### src/rtl/scg_scheduler.sv
// scg_scheduler: picks one of six SDRAM command-sequence generators
// (init, srx, ref, sre, rd, wr), runs its start/done handshake and muxes
// its command onto the SDRAM bus. Initialised and self-refresh modes are
// tracked so that only legal sequences are granted.
// Ports: clk, rst (sync, active-high); req/done/start/ack [5:0] indexed
// 0 init, 1 srx, 2 ref, 3 sre, 4 rd, 5 wr; cmd_in[4i+3:4i] per generator;
// cmd_out SDRAM command; busy, init_done, self_ref, timeout_err status.
module scg_scheduler #(
    parameter logic [3:0] NOP_CMD     = 4'b0111,
    parameter int         TIMEOUT_CYC = 64
) (
    input  logic        clk,
    input  logic        rst,
    input  logic [5:0]  req,
    output logic [5:0]  ack,
    output logic [5:0]  start,
    input  logic [5:0]  done,
    input  logic [23:0] cmd_in,
    output logic [3:0]  cmd_out,
    output logic        busy,
    output logic        init_done,
    output logic        self_ref,
    output logic        timeout_err
);

    localparam logic [1:0] S_IDLE  = 2'd0;
    localparam logic [1:0] S_START = 2'd1;
    localparam logic [1:0] S_REL   = 2'd2;

    // The count is checked before its increment lands, so comparing
    // against LIMIT aborts on the cycle the count would reach TIMEOUT_CYC.
    localparam logic [7:0] LIMIT = 8'(TIMEOUT_CYC - 1);

    logic [1:0] state_q, state_d;
    logic [2:0] gnt_q, gnt_d;
    logic [7:0] cnt_q, cnt_d;
    logic       init_q, init_d;
    logic       sr_q, sr_d;
    logic       to_q, to_d;
    logic       last_wr_q, last_wr_d;

    logic [5:0] elig;
    logic [2:0] win;
    logic       win_vld;
    logic       done_g;
    logic       limit;
    logic [5:0] ack_c;

    always_comb begin
        // Mode gating: before init only init may run; in self-refresh
        // only the exit sequence; otherwise init/srx are meaningless.
        elig = 6'b0;
        if (!init_q) begin
            elig[0] = req[0];
        end else if (sr_q) begin
            elig[1] = req[1];
        end else begin
            elig[5:2] = req[5:2];
        end

        win_vld = |elig;
        win     = 3'd0;
        if (elig[0]) begin
            win = 3'd0;
        end else if (elig[1]) begin
            win = 3'd1;
        end else if (elig[2]) begin
            win = 3'd2;
        end else if (elig[3]) begin
            win = 3'd3;
        end else if (elig[4] && elig[5]) begin
            win = last_wr_q ? 3'd4 : 3'd5;
        end else if (elig[4]) begin
            win = 3'd4;
        end else if (elig[5]) begin
            win = 3'd5;
        end
    end

    always_comb begin
        state_d   = state_q;
        gnt_d     = gnt_q;
        cnt_d     = cnt_q;
        init_d    = init_q;
        sr_d      = sr_q;
        to_d      = to_q;
        last_wr_d = last_wr_q;
        ack_c     = 6'b0;
        done_g    = done[gnt_q];
        limit     = (cnt_q >= LIMIT);

        unique case (state_q)
            S_IDLE: begin
                if (win_vld) begin
                    state_d = S_START;
                    gnt_d   = win;
                    cnt_d   = 8'd0;
                end
            end
            S_START: begin
                cnt_d = cnt_q + 8'd1;
                // done beats the timeout when both land together
                if (done_g) begin
                    state_d = S_REL;
                end else if (limit) begin
                    state_d = S_IDLE;
                    to_d    = 1'b1;
                end
            end
            S_REL: begin
                cnt_d = cnt_q + 8'd1;
                if (!done_g) begin
                    state_d       = S_IDLE;
                    ack_c[gnt_q]  = 1'b1;
                end else if (limit) begin
                    state_d = S_IDLE;
                    to_d    = 1'b1;
                end
            end
            default: begin
                state_d = S_IDLE;
            end
        endcase

        if (ack_c[0]) init_d    = 1'b1;
        if (ack_c[3]) sr_d      = 1'b1;
        if (ack_c[1]) sr_d      = 1'b0;
        if (ack_c[4]) last_wr_d = 1'b0;
        if (ack_c[5]) last_wr_d = 1'b1;
    end

    always_ff @(posedge clk) begin
        if (rst) begin
            state_q   <= S_IDLE;
            gnt_q     <= 3'd0;
            cnt_q     <= 8'd0;
            init_q    <= 1'b0;
            sr_q      <= 1'b0;
            to_q      <= 1'b0;
            last_wr_q <= 1'b1;
        end else begin
            state_q   <= state_d;
            gnt_q     <= gnt_d;
            cnt_q     <= cnt_d;
            init_q    <= init_d;
            sr_q      <= sr_d;
            to_q      <= to_d;
            last_wr_q <= last_wr_d;
        end
    end

    always_comb begin
        start = 6'b0;
        if (state_q == S_START) begin
            start[gnt_q] = 1'b1;
        end
        busy    = (state_q != S_IDLE);
        cmd_out = busy ? cmd_in[{gnt_q, 2'b00} +: 4] : NOP_CMD;
    end

    assign ack         = ack_c;
    assign init_done   = init_q;
    assign self_ref    = sr_q;
    assign timeout_err = to_q;

endmodule

### config.mk
export PLATFORM = sky130hd
export DESIGN_NAME = scg_scheduler
export DESIGN_NICKNAME = d
export VERILOG_FILES = /design/src/rtl/scg_scheduler.sv
export SDC_FILE = /design/constraint.sdc
export NUM_CORES = 1
export LEC_CHECK = 0
export ABC_AREA = 1
export CAP_MARGIN = 10
export CORE_MARGIN = 1
export CORE_UTILIZATION = 39
export DETAILED_ROUTE_END_ITERATION = 8
export GPL_TIMING_DRIVEN = 0
export MAX_ROUTING_LAYER = met4
export PLACE_DENSITY = 0.77
export SYNTH_ARGS = -nofsm -noshare
export SYNTH_HDL_FRONTEND = slang
export SYNTH_SLANG_ARGS = --single-unit
### constraint.sdc
create_clock -name clk -period 1.5 [get_ports clk]
set_clock_uncertainty 0.2 [all_clocks]
set_input_delay 0.3 -clock clk [delete_from_list [all_inputs] [get_ports clk]]
set_output_delay 0.3 -clock clk [all_outputs]
set_load 0.05 [all_outputs]
* Word-level counts from Yosys, hierarchy flattened
Cells that the tools add are included.
Cells by class: shift-type cells 1, $add $sub $neg 1, eq/ne operators 5, reductions and logical operators 13, multiplexer cells 31, magnitude comparators 3
Operators with widths (number):
- indexed part select 24 x 6 -> 4 bit | 1
- 2-to-1 mux 3 bit | 7
- 2-to-1 mux 6 bit | 3
- case mux 8 bit (2 select lines) | 1
- adder 8 x 1 -> 8 bit, second input constant | 1
- greater-or-equal comparator 8 x 6 -> 1 bit, second input constant | 1
- 2-to-1 mux 1 bit | 8
- 2-to-1 mux 2 bit | 4
- 2-to-1 mux 4 bit | 2
- 2-to-1 mux 8 bit | 1
- inequality test 2 bit, second input constant | 3
- case mux 2 bit (3 select lines) | 1
- nonzero test 2 bit | 3
- OR reduction 2 bit | 3
- OR reduction 6 bit | 1
- 2-to-1 mux 5 bit | 1
- < comparator 3 x 4 -> 1 bit, second input constant | 1
- AND reduction 2 bit | 2
- binary-select mux 1 bit (select 3 bit) | 1
- demux 1 bit (select 3 bit) | 1
- greater-or-equal comparator 3 x 1 -> 1 bit, second input constant | 1
- AND reduction 3 bit | 1
- equality test 2 x 1 -> 1 bit, second input constant | 1
- equality test 2 bit, second input constant | 1
- other kinds (3) | 4
Storage, ports and cells: flip-flop bits (word level) 17

* Logic depth before layout (Yosys ltp)
depth after elaboration 9, mapped depth 13, mapped depth without buffers 12

* Worst setup path after synthesis
Ideal clock, no wire load.
path type reg-to-output, start point register state_q[0], end point output port cmd_out[0], buffers on the path 0, setup slack -0.932 ns, data required time 1.000 ns, cell stages (with the launch flop) 7, data arrival time 1.932 ns, path through dfxtp_1 -> inv_1 -> ha_1 -> inv_1 -> nand2_1 -> a221oi_1 -> nand4_1
Between the ends: word-level cells in the longest chain between the ends 2
RTL lines:
- from (decl) | RTL line 34 | logic [1:0] state_q, state_d;
- from (signal assigned) | RTL line 142 | state_q <= state_d;
- nonzero test 2 bit | RTL line 157 | busy = (state_q != S_IDLE);
- net busy | RTL line 20 | output logic busy,
- 2-to-1 mux 4 bit | RTL line 158 | cmd_out = busy ? cmd_in[{gnt_q, 2'b00} +: 4] : NOP_CMD;
- to (decl) | RTL line 19 | output logic [3:0] cmd_out,
The timed path passes the listed nets, and every way through them passes these cells.

* Worst setup path after layout
start point register gnt_q[0], end point output port ack[2]
Between the ends: word-level cells in the longest chain between the ends 6, elaborated cells between the ends (all ways) 9
RTL lines:
- from (decl) | RTL line 35 | logic [2:0] gnt_q, gnt_d;
- from (signal assigned) | RTL line 143 | gnt_q <= gnt_d;
- < comparator 3 x 4 -> 1 bit (implied by the code) / greater-or-equal comparator 3 x 1 -> 1 bit (equally long branches) | RTL line 114 | ack_c[gnt_q] = 1'b1;
- logical AND 1 bit (implied by the code) | RTL line 114
- 2-to-1 mux 1 bit (implied by the code) | RTL line 114
- demux 1 bit (select 3 bit) | RTL line 114
- 2-to-1 mux 6 bit * | RTL line 112 | if (!done_g) begin
- 2-to-1 mux 6 bit * | RTL line 92 | unique case (state_q)
- to (decl) | RTL line 15 | output logic [5:0] ack,
Every way passes the cells marked *; elsewhere a longest branch is shown, timed or not. The select of a mux whose other input is x is not followed.

==> impl_metrics.yaml <==
outcome:
  outcome: "complete, but fails checks"
  failed_checks: "negative setup slack"
cts:
  clock-sinks: 17
  cts_tree: "built"
  clkTransAtPathRegs_ps: 110
  clock_latency_ps: 300
  h-tree-depth: 1
  cts_hold_buffers: 0
  cts.path.max_buffers: 2
  cts_buffers: 3
  cts_root_buf: "clkbuf_4"
job:
  drv_cap: 0
worst_setup_path:
  critical-path-slowest-cell: "dfxtp_2"
  cp_cell_sequence: "buf_8 > inv_8 > nand2_4 > nand2_2 > nand2_2 > nand2_2 > nor2_4 > nand2_4 > buf_6 > nor2_4 > buf_8"
  crit_type: "reg2out"
  crit_family: "simple AND/OR/NAND/NOR gates"
  cp_common_cell: "nand2_2"
  critPathCaptureType: "primary output"
  crit_arrival_ps: 1680
  critical_path_required_ps: 1000
  path_max_fanout: 8
  slowest_delay_ps: 350
  critPathBufInv: 4
  cp-start-kind: "flip-flop"
synth:
  syn_inst: 215
  synth_seq_area_share_pct: 24.5
  yosysTopAreaCellShare_pct: 24.5
  synth_cell_types: 30
  syn_avg_cell_area_sq_um: 6.45
  yosysTopAreaCell: "dfxtp_1"
  yosysMostFrequentCell: "nand2_1"
  synthesis.area_sq_mm: 0.00139
  async_flop_share_pct: 0
  ys_seq_elements: 17
  synthFlopType: "dfxtp_1"
  ys_top_cells_by_area: "dfxtp_1, nand2_1, inv_1"
  synth-edff-count: 0
  netlist_top_cells_count: "nand2_1, inv_1, nor2_1, dfxtp_1, nand3_1"
  synth_warnings: 0
  syn-num-nets: 258
global_routing:
  track_usage_pct: 24.5
  grt_pass1_vias: 1500
  grt_max_degree: 11
  antenna_found_initial: 0
  grt_pass1_wl_microns: 6640
  grt_overflow: 0
floorplan:
  row_count: 21
  start_util_pct: 41.3
  die_h_microns: 61.7
  core_area_sq_mm: 0.00336
  die_w_microns: 61.7
  io_pins: 58
  die_area_sq_mm: 0.00380
final_layout:
  regArea_sq_um: 367
  finish.utilization_pct: 76.8
  fill_cells: 254
  antenna_cells: 0
  fin_nets: 341
  multiInputGateArea_sq_mm: 0.00115
  drive_above_1_share_pct: 48.8
  area_delta_synth_final_pct: 86.1
  stdcell_count: 343
route:
  wl_per_cell_microns: 13.7
  num_vias: 1689
  initialDrtViolationCount: 69
  post_drt_via_cell_ratio: 4.92
  dr.pass1.iters: 4
  ant_nets: 0
  wirelength_microns: 4690
  drc: 0
timing:
  hold_viol: 0
  finalMaxSlewViolations: 0
  setup_viol: 31
  worst_slack_ps: -679
  worst_pin_slew_ps: 315
  fmax_mhz: 459
  min_period_ps: 2180
  slew_headroom_pct: 79.0
  tns_ps: -11320
  rsz0062_at_grt: "yes"
  period_share_pct: 145
place:
  gp_congestion: 0.925
  numPortBuffers: 57
  dp.cells: 318
  dp_slack_ps: -1310
  dp_hpwl_microns: 3200
power_and_ir_drop:
  total_leakage_power_uw: 0.00110
  power_density_mw_per_mm2: 584
  ir_worst_vdd_mv: 0.493
  p_total_uw: 1510
worst_hold_path:
  min_path_type: "reg2reg"
==> registers in the layout (all words and copies together), names as in the netlist <==
register and count:
gnt_q 3, self_ref 1, cnt_q 8, last_wr_q 1
init_done 1, state_q 2, timeout_err 1
==> layout by cell type (no fill, tap or decap), types with 4 or more instances in the layout <==
master	Yosys	final
nor2_2	5	5
nor2_4	1	15
nor2_1	28	14
nand4_1	5	5
nand2_1	56	39
inv_1	28	16
buf_6	1	13
clkdlybuf4s50_1	0	35
nand2_2	10	21
a21oi_1	11	7
dfxtp_1	17	8
nand3_1	12	10
buf_4	0	17
buf_8	0	8
a21oi_2	4	8
inv_2	4	8
dfxtp_4	0	6
nand2_4	2	8
a22o_1	4	4
==> worst paths after layout <==
path | from | slack, ps | cells past startpoint | end
setup / recovery | gnt_q[0]$_SDFFE_PP0P_ | -680 | 11 | ack[2]
hold / removal | timeout_err$_SDFFE_PP0P_ | 260 | 2 | timeout_err$_SDFFE_PP0P_
setup reg to reg | gnt_q[0]$_SDFFE_PP0P_ | -260 | 12 | timeout_err$_SDFFE_PP0P_
hold reg to reg | timeout_err$_SDFFE_PP0P_ | 260 | 2 | timeout_err$_SDFFE_PP0P_
==> layout make-up <==
type	instances	share of cell area (%)
multi-input combinational	162	44.5
timing repair buffer	78	30.6
sequential	17	14.2
inverter	34	6.64
tap	46	2.23
clock buffer	3	0.872
buffer	2	0.775
clock inverter	1	0.194
==> power by group <==
group	internal (uW)	switching [uW]
Clock	99.3	156
Combinational	347	436
Sequential	459	11.9
Total	905	604
==> per-stage QoR <==
step / hold slack (ps) / instance area (sq um)
floorplan: 155 / 1550
global placement: 240 / 2180
detailed placement: 249 / 2180
CTS: 264 / 2430
global route: 300 / 2580
finish: 261 / 2580
==> logic make-up (layout without fill, tap and decap cells) <==
group / after synthesis / in the layout / synth area share (%)
xor+xnor: 5 / 5 / 3.16
compound gates: 29 / 29 / 15.2
simple gates: 123 / 123 / 41.6
fa+ha+maj: 5 / 5 / 4.51
flops: 17 / 17 / 24.5
buf+inv: 36 / 118 / 11.0
==> worst reg2reg max path, stage by stage, from the launching register on <==
cell and delay (ps):
dfxtp_2 350, buf_8 140, inv_8 60, nand2_4 50, nand2_2 50, nand2_2 50
nand2_2 70, nor2_4 120, nand2_4 120, buf_4 160, buf_4 120, nand4_1 100
a21oi_1 70
==> layer usage <==
metal  track usage, %  up-vias  part of all wire (%)
met4             6.67        0                  0.87
met3             3.78        6                   2.9
li1                 -      853                     -
met2             43.2       30                    56
met1             28.7      800                    40
met5                -        -                     0
==> timing repair <==
action / 4_1_cts / 5_1_grt
gates resized for setup: 176 / 25
cloned: 0 / 0
setup buffers: 14 / 7
pin swaps: 13 / 8
endpoints found under the setup margin: 34 / 33
(Power assumes the default switching activity.)
==> patch 1: new RTL, config.mk and constraints unchanged <==
Make the reset (`rst`) asynchronous in one clocked block.
--- a/src/rtl/scg_scheduler.sv
+++ b/src/rtl/scg_scheduler.sv
@@ -129,7 +129,7 @@
         if (ack_c[5]) last_wr_d = 1'b1;
     end
 
-    always_ff @(posedge clk) begin
+    always_ff @(posedge clk or posedge rst) begin
         if (rst) begin
             state_q   <= S_IDLE;
             gnt_q     <= 3'd0;
Formal check against the unedited RTL: differs if rst is asserted again (counterexample within 4 cycles, from zero or initial values and one cycle with rst high); with rst held inactive, the same outputs for 10 cycles.
==> patch 1 against the unedited design <==
The flow still finishes with violations (negative setup slack); design area is 6.1% higher; area after synthesis is 1.6% lower; global-route usage is 0.55 points higher; register-to-register slack worse by 0.11 ns; routed wire length is 38% higher; count of clock-buffer cells in the layout is 1 higher; sequential cell count stayed put; worst setup slack worse by 0.18 ns; largest cell class unchanged; critical path type unchanged; highest routed layer unchanged.
Power is left out: it rests on default switching activity, and per cell area and clock period it moved more than threefold.
==> patch 1: results <==
group,metric,value,unit
place,routabilityCongestion,0.7689,
route,routed-wl-met2,3.347,mm
route,top_layer,"met4",
run_status,violations,"negative setup slack",
clock_tree,htree_levels,1,
sta,max-slew-margin-rel,57.13,%
logic_synthesis,yosysSeqAreaShare,31.26,%
clock_tree,insertion_delay,0.29,ns
route,dr.pass1.iters,7,
global_route,overflow,0,
global_route,antenna_found_initial,0,
place,place.port_buffers,57,
finish,final_nets,353,
logic_synthesis,ys_warn_count,0,
route,wl_met3,693,µm
setup_path,critical_path_arrival,1.86,ns
global_route,grtUsageTotal,25.06,%
logic_synthesis,netlist_top_cells_count,"nand2_1, inv_1, nor2_1, nand3_1, dfrtp_1",
logic_synthesis,synth_ff_type,"dfrtp_1",
route,routed_wl,6.454,mm
clock_tree,clk_root_buffer_cell,"clkbuf_4",
setup_path,path_max_fanout,5,
route,met1_length,2.079,mm
global_route,grt_max_degree,18,
run_status,outcome,"complete, but fails checks",
route,via_count,1935,
clock_tree,cts_buffers,3,
global_route,grt_first_pass_wirelength,6.741,mm
finish,drive_gt1_share,48.54,%
hold_path,min_path_type,"in -> async",
logic_synthesis,synth_cell_type_count,26,
route,drt_iter0_drc,108,
global_route,grt_pass1_vias,1603,
setup_path,rr_worst_depth,10,
logic_synthesis,synth_area_leaders,"dfrtp_1, nand2_1, inv_1",
clock_tree,clockBufferDepth,2,
place,dp_hpwl,3.096,mm
finish,fillers,191,
logic_synthesis,synth_fp_nets,257,
finish,diodes,0,
clock_tree,path_clk_slew,0.10,ns
logic_synthesis,async_flop_share,100.0,%
finish,top_regs,"cnt_q x8, gnt_q x3, state_q x2",
sta,setup_slack,-0.8569,ns
sta,setup_viol,34,
[patch 1: logic make-up after synthesis]
family,count (synthesis),synth area share (%)
and+or+nand+nor,131,40.97
buffers and inverters,36,10.45
AOI/OAI and AO/OA,20,9.532
DFF,17,31.26
xor gates and xnor gates,5,3.208
adders and majority gates,5,4.583
[patch 1: metrics by stage]
stage / setup TNS, ns / area [µm²] / utilization (%) / setup slack (ns) / cells
2_1_floorplan: -6.234 / 1504 / - / -0.5482 / 214
3_3_place_gp: -21.89 / 2132 / 63.89 / -1.297 / 317
3_5_place_dp: -22.54 / 2132 / 63.89 / -1.315 / 317
4_1_cts: -12.00 / 2480 / 74.32 / -0.7178 / 345
5_1_grt: -16.96 / 2739 / 82.08 / -0.8949 / 355
6_report: -15.19 / 2739 / 82.08 / -0.8569 / 355
[patch 1: layout make-up]
cell class / instances / area [µm²] / share of cell area [%]
buffer: 1 / 11.26 / 0.4111
clock buffer: 4 / 26.28 / 0.9593
multi-input combinational: 161 / 1104 / 40.29
sequential: 17 / 432.9 / 15.81
timing repair buffer: 92 / 943.4 / 34.44
tap: 46 / 57.56 / 2.101
inverter: 34 / 163.9 / 5.984
[patch 1: worst paths after layout]
path | from | end | slack (ns)
worst max-delay path | gnt_q[2] | ack[3] | -0.86
worst min-delay path | rst | cnt_q[2] | 0.18
worst max register to register | gnt_q[2] | self_ref | -0.37
worst min register to register | timeout_err | timeout_err | 0.29
max in group asynchronous | rst | gnt_q[0] | 0.46
min in group clk | timeout_err | timeout_err | 0.29
[patch 1: repair_timing]
item	CTS	global route
pin swaps	18	20
buffers inserted	24	13
gates resized for setup	177	47
endpoints found under the setup margin	36	35
gates cloned	1	0
[patch 1: metal layers]
layer / track usage (%) / vias up
met4: 8.117 / 0
met5: - / -
met3: 3.151 / 43
li1: - / 856
met2: 46.58 / 144
met1: 27.39 / 892
[patch 1: critical path, cell delays in order, from the launching register on]
cell and delay, ns:
dfrtp_2 0.49, inv_2 0.08, nor2_4 0.17, nand3_2 0.13, nand2_2 0.12, nor2_4 0.05
nand2_4 0.14, inv_6 0.07, nand2_4 0.08, clkinvlp_4 0.08, buf_8 0.15
==> patch 2: new RTL, same settings <==
Without the edit above. `TIMEOUT_CYC`: 64 -> 48.
--- a/src/rtl/scg_scheduler.sv
+++ b/src/rtl/scg_scheduler.sv
@@ -7,7 +7,7 @@
 // cmd_out SDRAM command; busy, init_done, self_ref, timeout_err status.
 module scg_scheduler #(
     parameter logic [3:0] NOP_CMD     = 4'b0111,
-    parameter int         TIMEOUT_CYC = 64
+    parameter int         TIMEOUT_CYC = 48
 ) (
     input  logic        clk,
     input  logic        rst,
Behaviour: same outputs for any inputs over 10 cycles, from zero or initial values and one cycle with rst high; that may be too few to reach the edited logic, so the function may still have changed.
==> patch 2 against the unedited design <==
The run still ends with negative setup slack left; global-route usage is 7.2 points higher; area after synthesis decreased by 3.6%; via count increased by 11%; combinational power rose by 7.9%; cell count rose by 2.0%; non-clock buffer count grew 6; sequential cell count unchanged; die area is 3.5% lower; routed wire length increased by 30%; fmax down 2.2%; total power increased by 5.6%; worst setup slack lost 0.050 ns; design area grew 4.1%; critical path type unchanged; highest routed layer unchanged.
==> patch 2: results <==
group,metric,value,unit
run_status,outcome,"complete, but fails checks",
run_status,violations,"negative setup slack",
finish,clkCellAreaFrac,1.024,%
setup_path,crit_family,"flip-flops",
route,wl_per_cell,17.43,µm
route,routed_wl,6.100,mm
route,drt_iter0_drc,152,
route,dr.pass1.iters,4,
finish,drive_gt1_share,45.42,%
finish,inv_count,36,
pwr,p_comb_share,53.0,%
logic_synthesis,synth_fp_nets,261,
finish,multi_input_gates,163,
sta,setup_slack,-0.7289,ns
sta,totalNegativeSetupSlack,-13.84,ns
sta,setup_viol,32,
logic_synthesis,synth_area_leaders,"dfxtp_1, nand2_1, inv_1",
logic_synthesis,synthCells,218,
sta,tightest_slew,0.2923,ns
setup_path,cp_slowest_cell,"dfxtp_4",
place,routabilityCongestion,0.8732,
logic_synthesis,synth_cell_type_count,29,
place,dp.cells,319,
setup_path,cpPeakStageDelay,0.39,ns
pwr,fin_total_pwr,1.593,mW
global_route,grtUsageTotal,31.73,%
finish,fillers,175,
route,antenna_left,0,
place,dp_slack,-1.376,ns
finish,multi_input_area_share,44.30,%
finish,seq_area,364.1,µm²
clock_tree,post_cts_buffers,24,
route,via_count,1883,
floorplan,core,3153,µm²
pwr,peakVddDrop,0.0006819,V
clock_tree,cts_resized,203,
pwr,internal_power,0.9322,mW
global_route,grt_pass1_vias,1742,
finish,n_all_buffers,86,
setup_path,path_max_fanout,5,
finish,top_regs,"cnt_q x8, gnt_q x3, state_q x2",
global_route,grt_first_pass_wirelength,8.155,mm
pwr,p_leak,1.092,nW
place,dp_hpwl,3.250,mm
finish,buf_share,32.25,%
logic_synthesis,yosysSeqAreaShare,25.44,%
finish,final_nets,350,
finish,post-route-util,85.28,%
logic_synthesis,netlist_top_cells_count,"nand2_1, inv_1, nor2_1, dfxtp_1, nand3_1",
logic_synthesis,async_flop_share,0,%
finish,largest_register_ffs,8,
-- patch 2: path summary, 6_finish.rpt --
| check | startpoint | endpoint | slack [ns] | cells past startpoint |
|---|---|---|---|---|
| worst max-delay path | state_q[1] | cmd_out[0] | -0.73 | 7 |
| worst min-delay path | last_wr_q | last_wr_q | 0.26 | 2 |
| worst max register to register | state_q[1] | cnt_q[6] | -0.42 | 10 |
| worst min register to register | last_wr_q | last_wr_q | 0.26 | 2 |
-- patch 2: cell families (layout without fill, tap and decap cells) --
family | Yosys count | count (layout) | share of synthesized area (%)
XOR/XNOR | 5 | 5 | 3.275
flip-flops | 17 | 17 | 25.44
AO/OA/AOI/OAI | 28 | 28 | 14.03
AND/OR/NAND/NOR | 125 | 125 | 41.16
adder cells (fa/ha/maj) | 5 | 5 | 4.677
buffers and inverters | 38 | 126 | 11.41
-- patch 2: layer usage --
layer,track usage [%],vias to the layer above,routed length [µm]
li1,-,875,-
met1,33.90,889,2357
met2,54.32,90,3172
met3,7.889,29,301
met4,15.91,0,268
met5,-,-,0
